===== src/rtl/farm_bridge_pkg.sv =====
// Shared types and constants for farm_bridge, the farm-request to AXI4-Lite bridge.
package farm_bridge_pkg;

  localparam int ADDR_W = 17;
  localparam int DATA_W = 32;
  localparam int IDX_W  = 8;

  // Byte address of word index 0 in DRAM.
  localparam logic [ADDR_W-1:0] DRAM_BASE = 17'h10000;

  // Encoding of C_r_wb.
  localparam logic MODE_READ  = 1'b1;
  localparam logic MODE_WRITE = 1'b0;

  typedef enum logic [2:0] {
    ST_IDLE  = 3'd0,
    ST_RD_AR = 3'd1,
    ST_RD_R  = 3'd2,
    ST_WR_AW = 3'd3,
    ST_WR_W  = 3'd4,
    ST_WR_B  = 3'd5,
    ST_DONE  = 3'd6
  } Bridge_sta;

  // Word index -> DRAM byte address (index 255 lands on 17'h103FC).
  function automatic logic [ADDR_W-1:0] idx_to_addr(input logic [IDX_W-1:0] idx);
    return DRAM_BASE + {{(ADDR_W-IDX_W-2){1'b0}}, idx, 2'b00};
  endfunction

endpackage


===== src/rtl/farm_bridge.sv =====
// farm_bridge: turns one-shot farm read/write requests into single AXI4-Lite
// transactions and returns a one-cycle completion pulse with read data.
// Optional feature macro: BRIDGE_RESP_CHK_EN -- when defined, a nonzero
// R_RESP/B_RESP at its handshake sets the sticky C_err flag; otherwise C_err is 0.
module farm_bridge
  import farm_bridge_pkg::*;
(
  input  logic              clk,
  input  logic              rst_n,
  input  logic              C_in_valid,
  input  logic              C_r_wb,
  input  logic [IDX_W-1:0]  C_addr,
  input  logic [DATA_W-1:0] C_data_w,
  output logic              C_out_valid,
  output logic [DATA_W-1:0] C_data_r,
  output logic              AR_VALID,
  output logic [ADDR_W-1:0] AR_ADDR,
  input  logic              AR_READY,
  input  logic              R_VALID,
  input  logic [DATA_W-1:0] R_DATA,
  input  logic [1:0]        R_RESP,
  output logic              R_READY,
  output logic              AW_VALID,
  output logic [ADDR_W-1:0] AW_ADDR,
  input  logic              AW_READY,
  output logic              W_VALID,
  output logic [DATA_W-1:0] W_DATA,
  input  logic              W_READY,
  input  logic              B_VALID,
  input  logic [1:0]        B_RESP,
  output logic              B_READY,
  output logic              C_err
);

  Bridge_sta         r_state;
  logic              r_ar_valid;
  logic [ADDR_W-1:0] r_ar_addr;
  logic              r_r_ready;
  logic              r_aw_valid;
  logic [ADDR_W-1:0] r_aw_addr;
  logic              r_w_valid;
  logic [DATA_W-1:0] r_w_data;
  logic              r_b_ready;
  logic              r_out_valid;
  logic [DATA_W-1:0] r_data_r;
  logic              r_err;

  // Transaction FSM; every output is a register updated on the state transition.
  always_ff @(posedge clk) begin
    if (!rst_n) begin
      r_state     <= ST_IDLE;
      r_ar_valid  <= 1'b0;
      r_ar_addr   <= {ADDR_W{1'b0}};
      r_r_ready   <= 1'b0;
      r_aw_valid  <= 1'b0;
      r_aw_addr   <= {ADDR_W{1'b0}};
      r_w_valid   <= 1'b0;
      r_w_data    <= {DATA_W{1'b0}};
      r_b_ready   <= 1'b0;
      r_out_valid <= 1'b0;
      r_data_r    <= {DATA_W{1'b0}};
      r_err       <= 1'b0;
    end else begin
      // Completion pulse and its data last exactly one cycle unless re-set below.
      r_out_valid <= 1'b0;
      r_data_r    <= {DATA_W{1'b0}};
      case (r_state)
        ST_IDLE: begin
          if (C_in_valid) begin
            case (C_r_wb)
              MODE_READ: begin
                r_ar_addr  <= idx_to_addr(C_addr);
                r_ar_valid <= 1'b1;
                r_state    <= ST_RD_AR;
              end
              MODE_WRITE: begin
                r_aw_addr  <= idx_to_addr(C_addr);
                r_w_data   <= C_data_w;
                r_aw_valid <= 1'b1;
                r_state    <= ST_WR_AW;
              end
              default: r_state <= ST_IDLE;
            endcase
          end
        end
        ST_RD_AR: begin
          if (AR_READY) begin
            r_ar_valid <= 1'b0;
            r_r_ready  <= 1'b1;
            r_state    <= ST_RD_R;
          end
        end
        ST_RD_R: begin
          if (R_VALID) begin
            r_r_ready   <= 1'b0;
            r_out_valid <= 1'b1;
            r_data_r    <= R_DATA;
`ifdef BRIDGE_RESP_CHK_EN
            if (R_RESP != 2'b00) r_err <= 1'b1;
`endif
            r_state     <= ST_DONE;
          end
        end
        ST_WR_AW: begin
          // W is only raised after AW has completed, so the two never overlap.
          if (AW_READY) begin
            r_aw_valid <= 1'b0;
            r_w_valid  <= 1'b1;
            r_state    <= ST_WR_W;
          end
        end
        ST_WR_W: begin
          if (W_READY) begin
            r_w_valid <= 1'b0;
            r_b_ready <= 1'b1;
            r_state   <= ST_WR_B;
          end
        end
        ST_WR_B: begin
          if (B_VALID) begin
            r_b_ready   <= 1'b0;
            r_out_valid <= 1'b1;
`ifdef BRIDGE_RESP_CHK_EN
            if (B_RESP != 2'b00) r_err <= 1'b1;
`endif
            r_state     <= ST_DONE;
          end
        end
        ST_DONE: begin
          r_state <= ST_IDLE;
        end
        default: begin
          r_ar_valid <= 1'b0;
          r_r_ready  <= 1'b0;
          r_aw_valid <= 1'b0;
          r_w_valid  <= 1'b0;
          r_b_ready  <= 1'b0;
          r_state    <= ST_IDLE;
        end
      endcase
    end
  end

`ifdef BRIDGE_RESP_CHK_EN
  assign C_err = r_err;
`else
  // Response codes are deliberately ignored in this build.
  logic w_unused_resp;
  assign w_unused_resp = ^{R_RESP, B_RESP, r_err};
  assign C_err = 1'b0;
`endif

  assign C_out_valid = r_out_valid;
  assign C_data_r    = r_data_r;
  assign AR_VALID    = r_ar_valid;
  assign AR_ADDR     = r_ar_addr;
  assign R_READY     = r_r_ready;
  assign AW_VALID    = r_aw_valid;
  assign AW_ADDR     = r_aw_addr;
  assign W_VALID     = r_w_valid;
  assign W_DATA      = r_w_data;
  assign B_READY     = r_b_ready;

endmodule


===== config.mk =====
export PLATFORM = sky130hd
export DESIGN_NAME = farm_bridge
export DESIGN_NICKNAME = d
export VERILOG_FILES = /design/src/rtl/farm_bridge_pkg.sv /design/src/rtl/farm_bridge.sv
export SDC_FILE = /design/constraint.sdc
export NUM_CORES = 1
export LEC_CHECK = 0
export BUFFER_PORTS_ARGS = -buffer_cell sky130_fd_sc_hd__buf_2
export CAP_MARGIN = 10
export CORE_ASPECT_RATIO = 1.4
export CORE_MARGIN = 2
export CORE_UTILIZATION = 43
export DETAILED_ROUTE_END_ITERATION = 8
export PLACE_DENSITY = 0.77
export RECOVER_POWER = 50
export SLEW_MARGIN = 10
export SYNTH_ARGS = -nofsm -noshare
export SYNTH_HDL_FRONTEND = slang
export SYNTH_SLANG_ARGS = --single-unit

===== constraint.sdc =====
create_clock -name clk -period 1.7 [get_ports clk]
set_input_delay 0.17 -clock clk [delete_from_list [all_inputs] [get_ports clk]]
set_output_delay 0.17 -clock clk [all_outputs]
set_load 0.05 [all_outputs]

==> impl_metrics.tcl <==
set metrics [dict create \
    crit_path_max_fanout 41 \
    relSlewSlack_pct 58.2 \
    drt_first_pass_iters 4 \
    cts_max_level 3 \
    skew_ns 0.00759 \
    cp_num_buf_inv 1 \
    ys_warn_count 0 \
    clockBufferDepth 2 \
    vias 3070 \
    insertedDiodeCount 0 \
    path_clk_slew_ns 0.08 \
    antenna_found_initial 0 \
    cts.sinks 91 \
    cts_tree "yes" \
    routabilityCongestion 0.756 \
    hp-class "input port to flop" \
    cts_resized 0 \
    core-area_um2 7360 \
    final_cell_mix "nand2_1 (98), dfxtp_1 (91), clkbuf_1 (88)" \
    setup_viol 0 \
    syn2layout_area_growth_pct 36.9 \
    die_h_um 107 \
    grt_max_degree 55 \
    insertion_delay_ns 0.35 \
    die_area_um2 8330 \
    root_buffer "clkbuf_8" \
    first_iter_violations 95 \
    initial_core_util_pct 44.4 \
    fin_cells 662 \
    synth-seq-cells 91 \
    drv_cap 0 \
    fmax_ghz 0.687 \
    status "finished, final reports clean" \
    port-buffer-count 168 \
    min_period_ns 1.46 \
    power_per_cell_area_nw_per_um2 1410 \
    startpoint_type "flop" \
    dp.cells 623 \
    setup.worst_path.end_class "flop" \
    layout-drive-gt1-share_pct 19.5 \
    leakage_nw 1.85 \
    slew_viol_final 0 \
    grt_pass1_wl_um 12900 \
    path_delay_family "simple AND/OR/NAND/NOR gates" \
    routed_wl_um 8270 \
    hold_slack_ns 0.0204 \
    rows 37 \
    peakVddDrop_mv 0.824 \
    rsz0062_at_grt "false" \
    fin_crit_sh_pct 85.6 \
    pin_count 190 \
    syn_area_um2 3270 \
    wire_per_inst_um 12.5 \
    postSynthAreaPerCell_um2 8.77 \
    cpMaxStageDelayCell "dfxtp_1" \
    tightestPinTransition_ns 0.630 \
    fp.dieW_um 77.7 \
    grt_pass1_vias 2942 \
    synth.distinct_cells 32 \
    ant_nets 0 \
    path_class "flop to flop" \
    dpl.hpwl_um 5690 \
    numCtsBuffers 9 \
    slowest_delay_ns 0.35 \
    finalPower_mw 6.30 \
    crit_arrival_ns 1.74 \
    synthCells 373 \
    synth-seq-area-share_pct 55.7 \
    drc 0 \
    grt_usage_pct 19.6 \
    fin_nets 646 \
    final_common_cell "nand2_1" \
    tns_ns 0 \
    path_cells "nor4b_2 -> nor2b_2 -> buf_12 -> nand2_1 -> a21oi_1" \
    finalHoldViolCount 0 \
    avgViaCountPerCell 4.64 \
    cp.required_ns 1.98 \
    grt_overflow 0 \
]
-- routing by layer --
layer | up-vias | track usage, % | wire length (um)
met1 | 1373 | 20.6 | 3200
met2 | 148 | 35.1 | 4170
met4 | 0 | 9.95 | 136
met3 | 10 | 5.64 | 760
met5 | - | 0 | 0
li1 | 1539 | - | -
-- cell type report --
class | instances | area, um^2
fill | 679 | 2880
inverter | 3 | 11.3
multi-input combinational | 254 | 1240
tap | 97 | 121
clock buffer | 11 | 151
timing repair buffer | 202 | 1080
clock inverter | 4 | 50.0
sequential | 91 | 1820
-- registers in the layout (all words and copies together) (netlist names) --
register and count:
C_data_r 32, R_READY 1, B_READY 1, AW_ADDR 9, AW_VALID 1, AR_VALID 1
AR_ADDR 9, C_out_valid 1, r_state 3, W_VALID 1, W_DATA 32
-- stage by stage --
step,worst slack [ns],area [um^2],utilization (%)
after CTS,0.224,4590,62.3
after global routing,0.0976,4480,60.8
after floorplan,0.351,3330,-
after global placement,0.277,4150,56.3
after detailed placement,0.224,4150,56.3
final,0.244,4480,60.8
-- timing repair --
item	CTS	global route
hold endpoints to repair	24	0
setup buffers	0	0
hold buffers	24	0
-- worst paths after layout --
path	to	slack (ns)	depth (start not counted)	startpoint
setup / recovery	W_DATA[15]$_SDFFE_PN0P_	0.24	5	r_state[1]$_SDFFE_PN0P_
hold / removal	C_data_r[4]$_SDFF_PN0_	0.02	2	R_DATA[4]
setup reg to reg	W_DATA[15]$_SDFFE_PN0P_	0.24	5	r_state[1]$_SDFFE_PN0P_
hold reg to reg	AR_ADDR[7]$_SDFFE_PN0P_	0.46	2	AR_ADDR[7]$_SDFFE_PN0P_
-- worst register-to-register path, cell delays in order, from the launching register on --
cell and delay (ns):
dfxtp_1 0.35, nor4b_2 0.35, nor2b_2 0.24, buf_12 0.22, nand2_1 0.10, a21oi_1 0.13
-- where the power goes --
| part | internal (mW) | switching (mW) |
|---|---|---|
| combinational | 0.645 | 1.66 |
| sequential | 2.40 | 0.142 |
| clock | 0.749 | 0.708 |
| total | 3.79 | 2.51 |
-- cells by family after synthesis --
kind of cell,share of synthesized area (%)
and+or+nand+nor,23.9
DFF,55.7
AOI/OAI and AO/OA,11.6
buffers and inverters,8.38
muxes,0.306
other,0.115
-- Yosys cell counts, drive strengths merged --
cell type  number  area (um^2)
a221oi          1         8.76
clkbuf         15         56.3
nor2b           4         25.0
nor4b           2         23.8
o41ai           1         16.3
a211oi          1         7.51
and2           32          200
dfxtp          91         1820
nand2          98          368
a21o            1         7.51
o211a           1         10.0
conb            1         3.75
or3             2         12.5
or2             1         6.26
buf            26          206
mux2i           1         10.0
o21ai           5         25.0
a311oi          1         8.76
nand2b          3         18.8
a211o           1         8.76
nand3          10         50.1
inv             3         11.3
o31ai           1         7.51
nor2           12         45.0
a21oi          54          270
nand3b          3         26.3
and3            1         6.26
a32oi           1         8.76
Power figures use the tool's default switching activity.
